<file path="config.mk">
export PLATFORM = sky130hd
export DESIGN_NAME = cam_read
export DESIGN_NICKNAME = d
export VERILOG_FILES = /design/src/rtl/cam_read.sv
export SDC_FILE = /design/constraint.sdc
export NUM_CORES = 1
export LEC_CHECK = 0
export CAP_MARGIN = 5
export CORE_ASPECT_RATIO = 0.8
export CORE_MARGIN = 5
export CORE_UTILIZATION = 55
export DETAILED_ROUTE_END_ITERATION = 8
export HOLD_SLACK_MARGIN = 0.03
export PLACE_DENSITY = 0.94
export REMOVE_ABC_BUFFERS = 1
export SLEW_MARGIN = 10
export SYNTH_ARGS = -nofsm -noshare
export SYNTH_HDL_FRONTEND = slang
export SYNTH_SLANG_ARGS = --single-unit
</file>
<file path="constraint.sdc">
create_clock -name clk -period 3.6 [get_ports clk]
set_input_delay 1.08 -clock clk [delete_from_list [all_inputs] [get_ports clk]]
set_output_delay 1.08 -clock clk [all_outputs]
set_load 0.01 [all_outputs]
</file>
<file path="src/rtl/cam_read.sv">
// cam_read: OV7670 RGB444 byte-pair capture into a linear 12-bit frame-buffer write port
module cam_read #(
  parameter int IMG_W = 160,
  parameter int IMG_H = 120,
  parameter int AW    = 15
) (
  input  logic          clk,
  input  logic          rst,
  input  logic          CAM_vsync,
  input  logic          CAM_href,
  input  logic [7:0]    CAM_px_data,
  output logic          DP_RAM_regW,
  output logic [AW-1:0] DP_RAM_addr_in,
  output logic [11:0]   DP_RAM_data_in,
  output logic          frame_done,
  output logic          overflow
);
  localparam logic [AW:0] NPIX = (AW+1)'(IMG_W*IMG_H);
  typedef enum logic [1:0] {WAIT_FRAME, BYTE_HI, BYTE_LO} state_t;
  state_t      state;
  logic [AW:0] pix_cnt;
  logic [3:0]  r_q;
  logic        vsync_q;
  logic        vs_seen;
  // vs_seen blocks a frame start until vsync has been seen high after reset, so a reset mid-frame never resumes a partial frame
  always_ff @(posedge clk or negedge rst)
    if (!rst) begin
      state          <= WAIT_FRAME;
      pix_cnt        <= '0;
      r_q            <= '0;
      vsync_q        <= 1'b1;
      vs_seen        <= 1'b0;
      DP_RAM_regW    <= 1'b0;
      DP_RAM_addr_in <= '0;
      DP_RAM_data_in <= '0;
      frame_done     <= 1'b0;
      overflow       <= 1'b0;
    end else begin
      vsync_q     <= CAM_vsync;
      vs_seen     <= vs_seen | CAM_vsync;
      DP_RAM_regW <= 1'b0;
      frame_done  <= 1'b0;
      case (state)
        WAIT_FRAME:
          if (vs_seen && vsync_q && !CAM_vsync) begin
            pix_cnt  <= '0;
            overflow <= 1'b0;
            state    <= BYTE_HI;
          end
        BYTE_HI:
          if (CAM_vsync) begin
            frame_done <= 1'b1;
            state      <= WAIT_FRAME;
          end else if (CAM_href) begin
            r_q   <= CAM_px_data[3:0];
            state <= BYTE_LO;
          end
        BYTE_LO:
          if (CAM_vsync) begin
            frame_done <= 1'b1;
            state      <= WAIT_FRAME;
          end else begin
            if (CAM_href) begin
              if (pix_cnt < NPIX) begin
                DP_RAM_data_in <= {r_q, CAM_px_data};
                DP_RAM_addr_in <= pix_cnt[AW-1:0];
                DP_RAM_regW    <= 1'b1;
                pix_cnt        <= pix_cnt + 1'b1;
              end else
                overflow <= 1'b1;
            end
            state <= BYTE_HI;
          end
        default: state <= WAIT_FRAME;
      endcase
    end
endmodule
</file>
; After elaboration in Yosys (flattened, before gate mapping)
; Cells that the tools add are included.
[classes]
bitwise_logic = 2
add_sub_neg = 1
eq_ne = 8
n_lt_le_gt_ge = 1
n_reduce_logical = 11
mux = 21
[op_table]
columns = operator, count
row1 = $mux W16, 4
row2 = $pmux W16 S2, 1
row3 = $add A16 B1 Y16 const B, 1
row4 = $lt A16 B15 Y1 const B, 1
row5 = $mux W1, 11
row6 = $ne A2 B2 Y1 const B, 5
row7 = $reduce_and A5 Y1, 2
row8 = $mux W2, 3
row9 = $pmux W2 S3, 1
row10 = $reduce_and A4 Y1, 1
row11 = $ne A3 B3 Y1 const B, 1
row12 = $reduce_and A3 Y1, 1
row13 = $eq A2 B1 Y1 const B, 1
row14 = $eq A2 B2 Y1 const B, 1
row15 = $logic_and A1 B1 Y1, 2
row16 = $logic_not A2 Y1, 1
row17 = $pmux W1 S2, 1
row18 = $reduce_and A2 Y1, 1
row19 = $reduce_bool A2 Y1, 1
row20 = $reduce_or A2 Y1, 1
row21 = $logic_not A1 Y1, 1
row22 = $not A1 Y1, 1
row23 = $or A1 B1 Y1, 1
[word_totals]
register_bits = 54
word_cells = 54
in_bits = 12
out_inout_bits = 30

; Logic depth before layout (Yosys ltp)
[depth]
ltp_word = 5
ltp_mapped = 8
ltp_nobuf = 7

; Worst setup path before layout
; OpenSTA, ideal clock, no wires.
[synth_timing]
path_type = input to register
start = in CAM_vsync
end = reg pix_cnt[13]
stages = 5
arrival_ps = 2132
n_path_buf = 1
setup_slack_ps = 1402
required_time_ps = 3534
setup_ps = 66
cell_sequence = o21ai_0 -> o211ai_1 -> buf_6 -> or4_1 -> nand2_1
[synth_via]
elab_chain_cells = 4
elab_cells_between_ends = 5
classes_between = eq/ne (2) / reduce/logical (3)
[synth_rtl]
columns = element, line
row1 = "start, declared", 9  ; input logic CAM_vsync,
row2 = $logic_not A1 Y1, 45  ; if (vs_seen && vsync_q && !CAM_vsync) begin
row3 = $logic_and A1 B1 Y1, 45
row4 = $ne A2 B2 Y1 (no source line), -
row5 = $reduce_and A5 Y1 (no source line) (*), -
row6 = "end signal, assigned", 68  ; pix_cnt <= pix_cnt + 1'b1;
row7 = "end, declared", 21  ; logic [AW:0] pix_cnt;
; Mark *: on every way between the ends. The rest lies on a longest branch, timed or not.
; A chain may end at the register's enable or synchronous reset.

; Worst setup path in the final report
[layout_timing]
start = in CAM_vsync
end = reg pix_cnt[12]
; The elaborated chain is that of the path after synthesis.

==> flow_summary.toml <==
[route]
wl_per_cell_um = 16.33
via_per_inst = 5.513
drt_iter0_drc = 166
ant_nets = 0
drc = 0
vias = 1676
routed_wirelength_um = 4963
first_pass_iters = 4

[clocking]
cts-root-buf = "clkbuf_8"
cts.path.max_buffers = 2
clk_latency_ns = 0.31
ctsResizeCount = 0
cts_hold_buf = 0
cts_tree = "built"
post_cts_buffers = 0
cts-buffers-inserted = 5
cts_htree_levels = 2
path_clk_slew_ns = 0.09
cts.sinks = 54

[synthesis]
yosysSeqAreaShare_pct = 56.27
yosysWarningCount = 0
syn_inst = 202
synth-seq-cells = 54
synthDistinctLibCells = 38
syn_area_mm2 = 0.002404
avgSynthCellArea_um2 = 11.90

[global_route]
grt_usage_pct = 18.09
grt_pass1_wl_um = 8259
grt_pass1_vias = 1674
grt_max_degree = 32
grt_overflow = 0
antenna_found_initial = 0

[timing]
rsz0062_at_grt = "no"
setup_tns_ns = 0
final.setup_skew_ns = 0.01042
timing.fmax_mhz = 350.6
setup_viol = 0
relSlewSlack_pct = 49.78
min_period_ns = 2.853
hold_viol = 0
final_max_slew_viol_count = 0
tightest_slew_ns = 0.7500
fin_crit_sh_pct = 79.24

[flow_run]
drv_cap = 0

[worst_setup_path]
end_kind = "flop"
crit_fanout = 11
worstSetupPathType = "input pin to flop"
startpoint_type = "input pin"
worstPathRequired_ns = 3.84
worstPathArrival_ns = 3.10

[floorplan]
coreArea_mm2 = 0.004204
die_x_um = 83.91
initial_core_util_pct = 57.17
num_rows = 21
ioPinCount = 42
dieArea_mm2 = 0.005800
die_h_um = 69.13

[placed_design]
placed_cells = 296
port_buffers = 41
dp_hpwl_um = 3606
gp_congestion = 0.8452
dpl_cell_area_mm2 = 0.002878

[cells_and_area]
syn2layout_area_growth_pct = 24.15
layout.cells.non_filler = 304
drive_above_1_share_pct = 18.62
antenna_cells = 0
design_area_mm2 = 0.002984
finalNetCount = 263
final_util_pct = 70.98

[outcome]
status = "finished clean"

[pwr]
ir_drop_mv = 0.4265
cellPowerDensity_mw_per_mm2 = 579.8
p_leak_uw = 0.001341
p_total_uw = 1730

[worst_hold_path]
hold_path.class = "flop to flop"
logic make-up (layout without fill, tap and decap cells):
| kind of cell | count (synthesis) | in the layout | share of synthesized area (%) |
|---|---|---|---|
| AOI/OAI and AO/OA | 32 | 32 | 9.682 |
| buffers and inverters | 14 | 59 | 2.655 |
| xor gates and xnor gates | 4 | 4 | 1.457 |
| muxes | 31 | 31 | 14.42 |
| DFF | 54 | 54 | 56.27 |
| and+or+nand+nor | 62 | 62 | 12.91 |
| adders and majority gates | 5 | 5 | 2.603 |
where the power goes:
group          total (uW)  leakage [uW]  internal, uW  switching (uW)
Clock                 398     0.0000524           208             189
Sequential            789      0.000719           720            69.1
Combinational         544      0.000569           276             267
Total                1730       0.00134          1200             526
layout make-up:
class	instances	area, um^2
multi-input cells	134	987.2
clock inverters	1	30.03
fillers	303	1220
well taps	57	71.32
inverters	7	26.28
clock buffers	7	76.32
flip-flops and latches	54	1353
repair buffers	44	440.4
cells in the mapped netlist:
cell,number,share of area [%]
dfrtp_1,53,55
mux2_2,28,13
nand2_1,14,2.2
nor2_1,13,2.0
o21ai_0,10,2.1
nand3_1,8,1.7
inv_1,7,1.1
nand4_1,7,1.8
a21oi_1,6,1.2
ha_1,5,2.6
xor2_1,4,1.5
buf_2,3,0.62
clkbuf_1,3,0.47
nand2b_1,3,0.78
o21bai_1,3,0.94
or3_1,3,0.78
and2_1,2,0.52
and3_1,2,0.52
mux2i_1,2,0.83
nor2b_1,2,0.52
nor3_1,2,0.42
nor4_1,2,0.52
o211ai_1,2,0.62
o21a_1,2,0.62
o31ai_1,2,0.62
or2_2,2,0.52
a2111oi_2,1,0.62
a211oi_2,1,0.52
a21o_2,1,0.36
a22oi_1,1,0.31
a311oi_4,1,1.1
and2_2,1,0.31
buf_6,1,0.47
dfstp_2,1,1.1
mux2_1,1,0.47
o22ai_1,1,0.26
o41ai_1,1,0.36
or4_1,1,0.31
registers in the layout, summed over array words and instances (netlist names):
name / cells
DP_RAM_addr_in: 15
overflow: 1
DP_RAM_data_in: 12
pix_cnt: 16
state: 2
DP_RAM_regW: 1
vs_seen: 1
r_q: 4
vsync_q: 1
frame_done: 1
layer usage:
metal / routed length, um / global-route usage [%] / up-vias
li1: - / - / 800
met1: 2050 / 23.26 / 799
met2: 2472 / 29.30 / 66
met3: 330 / 4.881 / 11
met4: 109 / 6.964 / 0
met5: 0 / 0 / -
layout by cell type, fill, tap and decap left out, types with 3 or more instances in the layout:
| cell type | synthesis | layout |
|---|---|---|
| a21oi_1 | 6 | 6 |
| clkbuf_8 | 0 | 5 |
| clkdlybuf4s50_1 | 0 | 40 |
| dfrtp_1 | 53 | 53 |
| ha_1 | 5 | 5 |
| inv_1 | 7 | 7 |
| mux2_2 | 28 | 28 |
| nand2_1 | 14 | 14 |
| nand2b_1 | 3 | 3 |
| nand3_1 | 8 | 8 |
| nand4_1 | 7 | 7 |
| nor2_1 | 13 | 13 |
| o21ai_0 | 10 | 10 |
| o21bai_1 | 3 | 3 |
| or3_1 | 3 | 3 |
| xor2_1 | 4 | 4 |
critical path: stages:
cell and delay [ns]:
clkdlybuf4s50_1 0.57, o21ai_0 0.44, o211ai_1 0.41, or3_1 0.46, a21oi_1 0.14
final timing paths:
check	startpoint	slack [ns]	cells past startpoint	to
max	CAM_vsync	0.75	5	pix_cnt[12]
min	vs_seen	0.49	1	vs_seen
max reg2reg	pix_cnt[8]	1.13	5	DP_RAM_data_in[1]
min reg2reg	vs_seen	0.49	1	vs_seen
max in group asynchronous	rst	2.05	2	vsync_q
min in group asynchronous	rst	0.73	1	DP_RAM_data_in[4]
through the flow:
stage / hold slack [ns] / setup WS [ns]
after floorplan: 0.4372 / 1.031
after global placement: 0.4502 / 0.6188
after detailed placement: 0.4641 / 0.4647
after CTS: 0.4889 / 0.7849
after global routing: 0.5209 / 0.5741
final: 0.4896 / 0.7474
No activity file was read; power rests on OpenSTA's default activity.
